[src/rtl/game_pkg.sv]
// Shared encodings, widths and the LFSR step function for the guessing-game
// round sequencer.
package game_pkg;

    typedef enum logic [1:0] {
        ST_IDLE   = 2'b00,
        ST_GUESS  = 2'b01,
        ST_RESULT = 2'b10,
        ST_BAD    = 2'b11
    } game_state_t;

    localparam int LFSR_W  = 5;
    localparam int TRIES_W = 3;
    localparam int TIME_W  = 4;
    localparam int HOLD_W  = 4;

    localparam logic [LFSR_W-1:0] LFSR_SEED = 5'b00001;
    // Taps for x^5 + x^3 + 1: feedback is bit 4 xor bit 2.
    localparam logic [LFSR_W-1:0] LFSR_TAPS = 5'b10100;

    function automatic logic [LFSR_W-1:0] lfsr_step(input logic [LFSR_W-1:0] cur);
        return {cur[LFSR_W-2:0], ^(cur & LFSR_TAPS)};
    endfunction

endpackage

[src/rtl/btn_sync_edge.sv]
// Two-flop synchronizer for a raw push button followed by a rising-edge
// detector; a held button yields a single one-cycle pulse.
module btn_sync_edge (
    input  logic clk,
    input  logic rst,
    input  logic btn,
    output logic pulse
);

    logic meta_q;
    logic sync_q;
    logic prev_q;

    always_ff @(posedge clk) begin
        if (rst) begin
            meta_q <= 1'b0;
            sync_q <= 1'b0;
            prev_q <= 1'b0;
        end else begin
            meta_q <= btn;
            sync_q <= meta_q;
            prev_q <= sync_q;
        end
    end

    assign pulse = sync_q & ~prev_q;

endmodule

[src/rtl/guess_game_ctrl.sv]
// Round sequencer: draws the secret from a free-running LFSR, evaluates
// submitted guesses and runs the try, time and result-hold counters.
module guess_game_ctrl
    import game_pkg::*;
#(
    parameter int MAX_TRIES   = 3,
    parameter int TIME_LIMIT  = 10,
    parameter int RESULT_HOLD = 5
) (
    input  logic               clk,
    input  logic               rst,
    input  logic               tick,
    input  logic               start_btn,
    input  logic               submit_btn,
    input  logic [LFSR_W-1:0]  switches,
    output logic [1:0]         state,
    output logic [LFSR_W-1:0]  guess,
    output logic [LFSR_W-1:0]  rng,
    output logic               win,
    output logic               hint_high,
    output logic               hint_low,
    output logic [TRIES_W-1:0] tries_left,
    output logic [TIME_W-1:0]  time_left
);

    localparam logic [TRIES_W-1:0] TRIES_INIT = TRIES_W'(MAX_TRIES);
    localparam logic [TIME_W-1:0]  TIME_INIT  = TIME_W'(TIME_LIMIT);
    localparam logic [HOLD_W-1:0]  HOLD_INIT  = HOLD_W'(RESULT_HOLD);

    logic start_pulse;
    logic submit_pulse;

    game_state_t        state_q, state_d;
    logic [LFSR_W-1:0]  lfsr_q, lfsr_d;
    logic [LFSR_W-1:0]  rng_q, rng_d;
    logic [LFSR_W-1:0]  guess_q, guess_d;
    logic               win_q, win_d;
    logic               hint_high_q, hint_high_d;
    logic               hint_low_q, hint_low_d;
    logic [TRIES_W-1:0] tries_q, tries_d;
    logic [TIME_W-1:0]  time_q, time_d;
    logic [HOLD_W-1:0]  hold_q, hold_d;

    btn_sync_edge u_start_sync (
        .clk   (clk),
        .rst   (rst),
        .btn   (start_btn),
        .pulse (start_pulse)
    );

    btn_sync_edge u_submit_sync (
        .clk   (clk),
        .rst   (rst),
        .btn   (submit_btn),
        .pulse (submit_pulse)
    );

    always_ff @(posedge clk) begin
        if (rst) begin
            state_q     <= ST_IDLE;
            lfsr_q      <= LFSR_SEED;
            rng_q       <= '0;
            guess_q     <= '0;
            win_q       <= 1'b0;
            hint_high_q <= 1'b0;
            hint_low_q  <= 1'b0;
            tries_q     <= '0;
            time_q      <= '0;
            hold_q      <= '0;
        end else begin
            state_q     <= state_d;
            lfsr_q      <= lfsr_d;
            rng_q       <= rng_d;
            guess_q     <= guess_d;
            win_q       <= win_d;
            hint_high_q <= hint_high_d;
            hint_low_q  <= hint_low_d;
            tries_q     <= tries_d;
            time_q      <= time_d;
            hold_q      <= hold_d;
        end
    end

    always_comb begin
        state_d     = state_q;
        lfsr_d      = lfsr_step(lfsr_q);
        rng_d       = rng_q;
        guess_d     = guess_q;
        win_d       = win_q;
        hint_high_d = hint_high_q;
        hint_low_d  = hint_low_q;
        tries_d     = tries_q;
        time_d      = time_q;
        hold_d      = hold_q;

        case (state_q)
            ST_IDLE: begin
                if (start_pulse) begin
                    state_d     = ST_GUESS;
                    rng_d       = lfsr_q;
                    tries_d     = TRIES_INIT;
                    time_d      = TIME_INIT;
                    win_d       = 1'b0;
                    hint_high_d = 1'b0;
                    hint_low_d  = 1'b0;
                    guess_d     = '0;
                end
            end

            ST_GUESS: begin
                // Timeout is resolved first so that a submit on the same edge overrides it.
                if (tick) begin
                    time_d = (time_q != '0) ? time_q - 1'b1 : '0;
                    if (time_q <= TIME_W'(1)) begin
                        state_d = ST_RESULT;
                        win_d   = 1'b0;
                        hold_d  = HOLD_INIT;
                    end
                end
                if (submit_pulse) begin
                    guess_d = switches;
                    if (switches == rng_q) begin
                        state_d = ST_RESULT;
                        win_d   = 1'b1;
                        hold_d  = HOLD_INIT;
                    end else if (tries_q <= TRIES_W'(1)) begin
                        state_d = ST_RESULT;
                        win_d   = 1'b0;
                        tries_d = '0;
                        hold_d  = HOLD_INIT;
                    end else begin
                        tries_d     = tries_q - 1'b1;
                        hint_high_d = (switches > rng_q);
                        hint_low_d  = (switches < rng_q);
                    end
                end
            end

            ST_RESULT: begin
                if (start_pulse) begin
                    state_d = ST_IDLE;
                end else if (tick) begin
                    if (hold_q <= HOLD_W'(1)) begin
                        state_d = ST_IDLE;
                        hold_d  = '0;
                    end else begin
                        hold_d = hold_q - 1'b1;
                    end
                end
            end

            default: state_d = ST_IDLE;
        endcase
    end

    assign state      = state_q;
    assign guess      = guess_q;
    assign rng        = rng_q;
    assign win        = win_q;
    assign hint_high  = hint_high_q;
    assign hint_low   = hint_low_q;
    assign tries_left = tries_q;
    assign time_left  = time_q;

endmodule

[config.mk]
export PLATFORM = sky130hd
export DESIGN_NAME = guess_game_ctrl
export DESIGN_NICKNAME = d
export VERILOG_FILES = /design/src/rtl/game_pkg.sv /design/src/rtl/btn_sync_edge.sv /design/src/rtl/guess_game_ctrl.sv
export SDC_FILE = /design/constraint.sdc
export NUM_CORES = 1
export LEC_CHECK = 0
export CAP_MARGIN = 10
export CORE_UTILIZATION = 50
export DETAILED_ROUTE_END_ITERATION = 10
export PLACE_DENSITY = 0.76
export RECOVER_POWER = 100
export SLEW_MARGIN = 0
export SYNTH_ARGS = -nofsm -noshare
export SYNTH_HDL_FRONTEND = slang
export SYNTH_SLANG_ARGS = --single-unit
[constraint.sdc]
create_clock -name clk -period 2.2 [get_ports clk]
set_clock_uncertainty 0.1 [all_clocks]
set_input_delay 0.22 -clock clk [delete_from_list [all_inputs] [get_ports clk]]
set_output_delay 0.22 -clock clk [all_outputs]
set_load 0.005 [all_outputs]
==> results.toml <==
[final_layout]
instances_no_fill = 287
design_area_um2 = 2180
antenna-diode-count = 0
nNetsFinal = 259
drive_gt1_share_pct = 6.64
utilization_pct = 64.8
area_delta_synth_final_pct = 22.9

[logic_synthesis]
ys_seq_elements = 37
synth_cells = 205
yosysWarnings = 0
syn_nets = 224
netlist_area_um2 = 1770
synth_edf_count = 0
synth_cell_types = 46
synthFlopType = "dfxtp_1"
syn_area_per_cell_um2 = 8.65
seq_area_frac_synth_pct = 41.8
async_flop_share_pct = 0

[global_routing]
grt_max_degree = 23
grt.total_usage_pct = 22.9
grt_pass1_wl_um = 6200
first_global_vias = 1305
grt_overflow = 0
antenna_found_initial = 0

[power]
pwr-share-seq_pct = 57.4
intPower_mw = 0.884
leakage_nw = 0.813
finalPower_mw = 1.23
combPwrFrac_pct = 12.7
p_per_area_nw_per_um2 = 566
p_sw_mw = 0.349
ir_drop_mv = 0.399
p_clk_share_pct = 29.8
switching_share_pct = 28.3

[routing]
wl_um = 3850
num_vias = 1592
drc = 0
dr.pass1.iters = 4
drt_iter0_drc = 95
avgRoutedWirePerCell_um = 13.4
postRouteAntennaNets = 0
via_per_inst = 5.55

[timing]
fin_setup_tns_ns = 0
drv_slew = 0
period_share_pct = 88.0
hold_viol = 0
tightest_slew_ns = 0.977
max_clock_freq_mhz = 517
period_needed_ns = 1.93
relSlewSlack_pct = 34.9
rsz0062_at_grt = "no"
finalSetupViolations = 0

[worst_hold_path]
hold_path.class = "in2reg"
worst_hold_path.endpoint = "u_start_sync.meta_q"
min_path_cells = 2
hold_start = "start_btn"

[clock_network]
cts_made_buffers = 5
cts_tree = "done"
cts_hold_buf = 0
clock_latency_ns = 0.35
ctsLongestPathBuffers = 2
ctsResizeCount = 0
clkTransAtPathRegs_ns = 0.11
cts_sinks = 37
h-tree-depth = 2
post-cts-setup-buffers = 0
root_buffer = "clkbuf_4"

[die]
ios = 32
start_util_pct = 52.7
die_h_um = 61.5
fp.dieW_um = 61.5
core_area_um2 = 3360
placementRows = 21
die_area_um2 = 3790

[setup_path]
cp_data_arrival_time_ns = 2.12
r2r_start = "state[0]"
cp.required_ns = 2.38
timing.rr.end = "guess[4]"
worstPathMaxFanout = 10
timing.setup.critical_path_class = "reg2reg"
rrSetupSlack_ns = 0.27
cp-end-kind = "flip-flop"
r2r_cells = 4
start_kind = "flip-flop"

[place]
gp_congestion = 0.928
placed_cells = 279
placed_area_um2 = 2130
port_buffers = 31
place_hpwl_um = 2780

[run]
drv_cap = 0

[outcome]
status = "finished, final reports clean"
## synth_stat cells, types with 2 or more instances
| cell | number | share of area (%) |
|---|---|---|
| a211o_1 | 2 | 0.99 |
| ha_1 | 9 | 6.4 |
| inv_1 | 14 | 3.0 |
| o21ai_0 | 6 | 1.7 |
| and3_1 | 2 | 0.71 |
| buf_2 | 2 | 0.56 |
| nor3_1 | 8 | 2.3 |
| nand4_1 | 2 | 0.71 |
| dfxtp_1 | 37 | 42 |
| nor2b_1 | 13 | 4.6 |
| a31oi_1 | 5 | 1.8 |
| a21oi_1 | 19 | 5.4 |
| mux2i_1 | 3 | 1.7 |
| and2_1 | 2 | 0.71 |
| a21oi_2 | 2 | 0.99 |
| clkbuf_1 | 4 | 0.85 |
| nand3b_1 | 3 | 1.3 |
| nand3_1 | 14 | 4.0 |
| nor4_1 | 3 | 1.1 |
| nor2_1 | 5 | 1.1 |
| nand2_1 | 23 | 4.9 |
| nand2b_1 | 3 | 1.1 |
## logic make-up (layout without fill, tap and decap cells)
group           count (synthesis)  after routing  synth area share (%)
compound gates                 51             51                  19.4
buf+inv                        21             57                  5.01
flops                          37             37                  41.8
mux                             3              3                  1.69
simple gates                   83             83                  25.3
fa+ha+maj                       9              9                  6.35
xor+xnor                        1              1                 0.494
## per-stage QoR
step / worst slack [ns] / hold WS (ns)
4_1_cts: 0.298 / 0.304
2_1_floorplan: 0.566 / 0.248
3_5_place_dp: 0.104 / 0.330
3_3_place_gp: 0.167 / 0.317
5_1_grt: 0.116 / 0.297
6_report: 0.265 / 0.311
## area by class of cell
cell class              count  area (um2)
fillers                   330        1180
multi-input cells         147         940
flip-flops and latches     37         741
repair buffers             35         329
well taps                  46        57.6
inverters                  14        52.6
clock buffers               5        37.5
clock inverters             3        22.5
## how the worst max path moves through the flow
stage / from / endpoint / slack (ns) / cells past startpoint
2_1_floorplan: rng[3] / tries_left[0] / 0.57 / 6
3_3_place_gp: switches[0] / tries_left[0] / 0.17 / 7
3_5_place_dp: switches[0] / tries_left[0] / 0.10 / 7
4_1_cts: state[1] / tries_left[0] / 0.30 / 4
5_1_grt: state[0] / guess[3] / 0.12 / 4
6_report: state[0] / guess[4] / 0.27 / 4
## sequential cells by signal, summed over array words and instances, names as in the netlist
name / cells
guess: 5
win: 1
hint_high: 1
rng: 5
u_submit_sync.prev_q: 1
time_left: 4
u_submit_sync.sync_q: 1
hint_low: 1
tries_left: 3
lfsr_q: 5
state: 2
u_submit_sync.meta_q: 1
hold_q: 4
u_start_sync.meta_q: 1
u_start_sync.sync_q: 1
u_start_sync.prev_q: 1
## layout by cell type (no fill, tap or decap), drive strengths merged, types with 2 or more instances in the layout
master         count
inv               14
ha                 9
nand2             23
nor3               8
a31oi              5
nor2               5
nand3b             3
and3               2
nor2b             13
nand3             14
mux2i              3
o21ai              8
clkbuf             8
nand4              2
a211o              2
clkdlybuf4s50      8
a21oi             21
dfxtp             37
clkinvlp           3
nand2b             3
nor4               3
and2               2
dlygate4sd3       23
## critical path, stage by stage (launching register included)
cell	delay, ns
dfxtp_1	0.44
or4b_1	0.66
o21ai_1	0.35
nand3_1	0.16
a21oi_1	0.15
## power groups by stage
stage	clock (mW)	combinational [mW]	sequential, mW
after floorplan	0	0.101	0.720
after global placement	0	0.161	0.723
after detailed placement	0	0.163	0.724
after CTS	0.380	0.164	0.708
after global routing	0.415	0.176	0.712
final	0.368	0.157	0.708
## layer usage
layer / part of all wire [%] / GRT usage (%) / vias up
met1: 48 / 31.0 / 736
met3: 5.8 / 6.93 / 6
li1: - / - / 808
met4: 1.6 / 8.89 / 0
met2: 45 / 34.3 / 42
met5: 0 / 0 / -
(Power assumes the default switching activity.)
==> edit, RTL diff (config.mk and constraints unchanged) <==
Reset style: asynchronous (`rst`), changed in 2 clocked blocks.
--- a/src/rtl/btn_sync_edge.sv
+++ b/src/rtl/btn_sync_edge.sv
@@ -13,3 +13,3 @@
 
-    always_ff @(posedge clk) begin
+    always_ff @(posedge clk or posedge rst) begin
         if (rst) begin
--- a/src/rtl/guess_game_ctrl.sv
+++ b/src/rtl/guess_game_ctrl.sv
@@ -57,3 +57,3 @@
 
-    always_ff @(posedge clk) begin
+    always_ff @(posedge clk or posedge rst) begin
         if (rst) begin
Behaviour: differs if rst is asserted again (counterexample within 4 cycles, from zero or initial values and one cycle with rst high); with rst held inactive, the same outputs for 10 cycles.
==> edit against the unedited design <==
  * Wire length is 9.4% lower
  * Count of clock-buffer cells in the layout is 3 higher
  * Hold slack worse by 0.049 ns
  * Via count is 14% lower
  * Worst setup slack worse by 0.060 ns
  * Synthesized area is 2.8% lower
  * First-iteration DRC count is 32% lower
  * Sequential share of layout area is 8.5 points higher
  * Global-route usage is 1.5 points lower
  * Final area hardly changed
  * Sequential cell count stayed put
Power is not compared: it rests on default switching activity, and its combinational part moved more than twofold at a synthesized area within 25%.
==> edit: results (changes against the unedited design) <==
* Distinct cells, synth: 43 (-6.5%)
- The diode insertion count for antenna repair was 0 (unchanged).
- In this run the static leakage power is 1.05 nW.
- Longest Clk Path Bufs: 2 (unchanged)
* Synthesis warning total: 0 (unchanged)
- Later-pin clock latency in the skew report: 0.34 ns
* Global placer's final weighted congestion: 0.841 (-9.4%)
* Data arrival time at the worst-slack endpoint: 2.12 ns (about the same)
- The highest net fanout along the worst path was 3 (-7).
- Net count after synthesis: 183 (-18%)
- Fraction of final layout cells sized beyond drive strength 1: 0.0913 (+0.0250)
* Most common flop cell mapped by yosys: sky130_fd_sc_hd__dfrtp_1
* Main area contributors after synthesis: sky130_fd_sc_hd__dfrtp_1 (52%), sky130_fd_sc_hd__ha_1 (6.5%), sky130_fd_sc_hd__nand2_1 (5.2%)
- The number of DRC markers in iteration 0 was 65 (-32%).
- The total met3 wirelength after detailed routing came to 142 um (-36%).
- The wire length of the first global-routing pass is 5720 um (-7.8%).
- Number of antenna violations at the first check in global routing: 0 (unchanged)
- Routed met1 length: 1560 um (-15%)
- Number of H-tree levels: 2 (unchanged)
* Setup Fix Bufs, Post-CTS: 0 (unchanged)
- The flow ran to the end, and the final reports show no timing, DRC or antenna violations.
- The met2 wire length is 1720 um (-0.92%).
* Highest signal layer in the routed design: met4
- The final antenna-violating net count was 0 (unchanged).
- The pin count of the biggest net entering global routing is 38 (+65%).
* FILL cells: 277 (-16%)
- After clock tree synthesis, the clock-pin slew on the worst setup and hold paths is 0.10 ns.
- Via count of the first global-routing pass: 1361 (+4.3%)
- List of most frequent post-synthesis cells: sky130_fd_sc_hd__dfrtp_1 (36), sky130_fd_sc_hd__nand2_1 (24), sky130_fd_sc_hd__inv_1 (13), sky130_fd_sc_hd__o21ai_0 (10), sky130_fd_sc_hd__ha_1 (9)
* Part of the Yosys area used for sequential elements: 0.538 (+0.120)
* Switching power: 0.805 mW
* Detailed-routing iteration count for the pre-antenna-repair pass: 4 (unchanged)
- The cell area after placement was 2130 um^2 (-0.12%).
- In this run the worst hold path is classified as flop to flop.
- The TritonCTS buffer count was 5 (unchanged).
- Proportion of synthesized flip-flops having asynchronous set or reset: 1.00 (+1.00)
- Post-DP HPWL: 2590 um (-7.0%)
- Maximum resistive drop on vdd: 0.000614 V
* Cell area after technology mapping: 1720 um^2 (-2.8%)
- The per-instance average area after synthesis came to 10.5 um^2 (+21%).
- Port Buffers: 31 (unchanged)
- The number of nets in the layout was 226 (-13%).
* Overall routing resource usage: 0.215 (-0.0147)
- The number of vias per cell after detailed routing was 5.42 (-2.2%).
- Total detailed-routing wirelength: 3490 um (-9.4%)
- In this run the clock root is driven by a sky130_fd_sc_hd__clkbuf_4.
- Post-CTS sizing: 0 (unchanged)
- Relative slew slack: 0.395 (+0.0465)
edit: cells by family after synthesis:
| kind of cell | share of synthesized area |
|---|---|
| xor gates and xnor gates | 0.00508 |
| DFF | 0.538 |
| muxes | 0.0131 |
| buffers and inverters | 0.0378 |
| and+or+nand+nor | 0.195 |
| adders and majority gates | 0.0654 |
| AOI/OAI and AO/OA | 0.145 |
edit: path summary, 6_finish.rpt:
path,start,to,slack (ns),depth (start not counted)
setup / recovery,rng[2],hold_q[3],0.21,7
hold / removal,u_start_sync.meta_q,u_start_sync.sync_q,0.26,0
min in group asynchronous,rst,u_submit_sync.prev_q,0.48,3
setup reg to reg,rng[2],hold_q[3],0.21,7
hold reg to reg,u_start_sync.meta_q,u_start_sync.sync_q,0.26,0
max in group asynchronous,rst,lfsr_q[4],0.96,3
edit: cell type report:
cell class | count | area, um^2 | area share
flip-flops and latches | 37 | 927 | 0.425
multi-input cells | 111 | 727 | 0.333
clock buffers | 8 | 58.8 | 0.0270
repair buffers | 39 | 364 | 0.167
inverters | 13 | 48.8 | 0.0224
well taps | 44 | 55.1 | 0.0252
edit: worst max-delay path, cell delays in order (launching register included):
cell	delay (ns)
sky130_fd_sc_hd__dfrtp_1	0.36
sky130_fd_sc_hd__inv_1	0.05
sky130_fd_sc_hd__ha_1	0.29
sky130_fd_sc_hd__nand3_1	0.12
sky130_fd_sc_hd__or4_1	0.52
sky130_fd_sc_hd__clkbuf_4	0.16
sky130_fd_sc_hd__a31oi_1	0.17
sky130_fd_sc_hd__o211ai_1	0.11
edit: power by group through the flow:
stage	clock, mW	sequential (mW)	combinational [mW]
floorplan	0	1.02	0.503
global placement	0	1.03	0.907
detailed placement	0	1.04	0.945
CTS	0.377	1.03	0.953
global route	0.408	1.05	0.987
finish	0.373	1.02	0.880
edit: metal layers:
layer / vias to the layer above / GRT usage
li1: 668 / -
met1: 662 / 0.249
met2: 29 / 0.372
met3: 8 / 0.0661
met4: 0 / 0.0844
met5: - / 0
edit: through the flow:
step	hold slack, ns	setup WS [ns]	instances	total power, mW	util
after floorplan	0.151	0.294	164	1.52	-
after global placement	0.234	-0.00555	244	1.93	0.676
after detailed placement	0.243	-0.0686	244	1.98	0.676
after CTS	0.187	0.191	252	2.36	0.695
after global routing	0.280	0.117	252	2.44	0.692
final	0.262	0.206	252	2.27	0.692
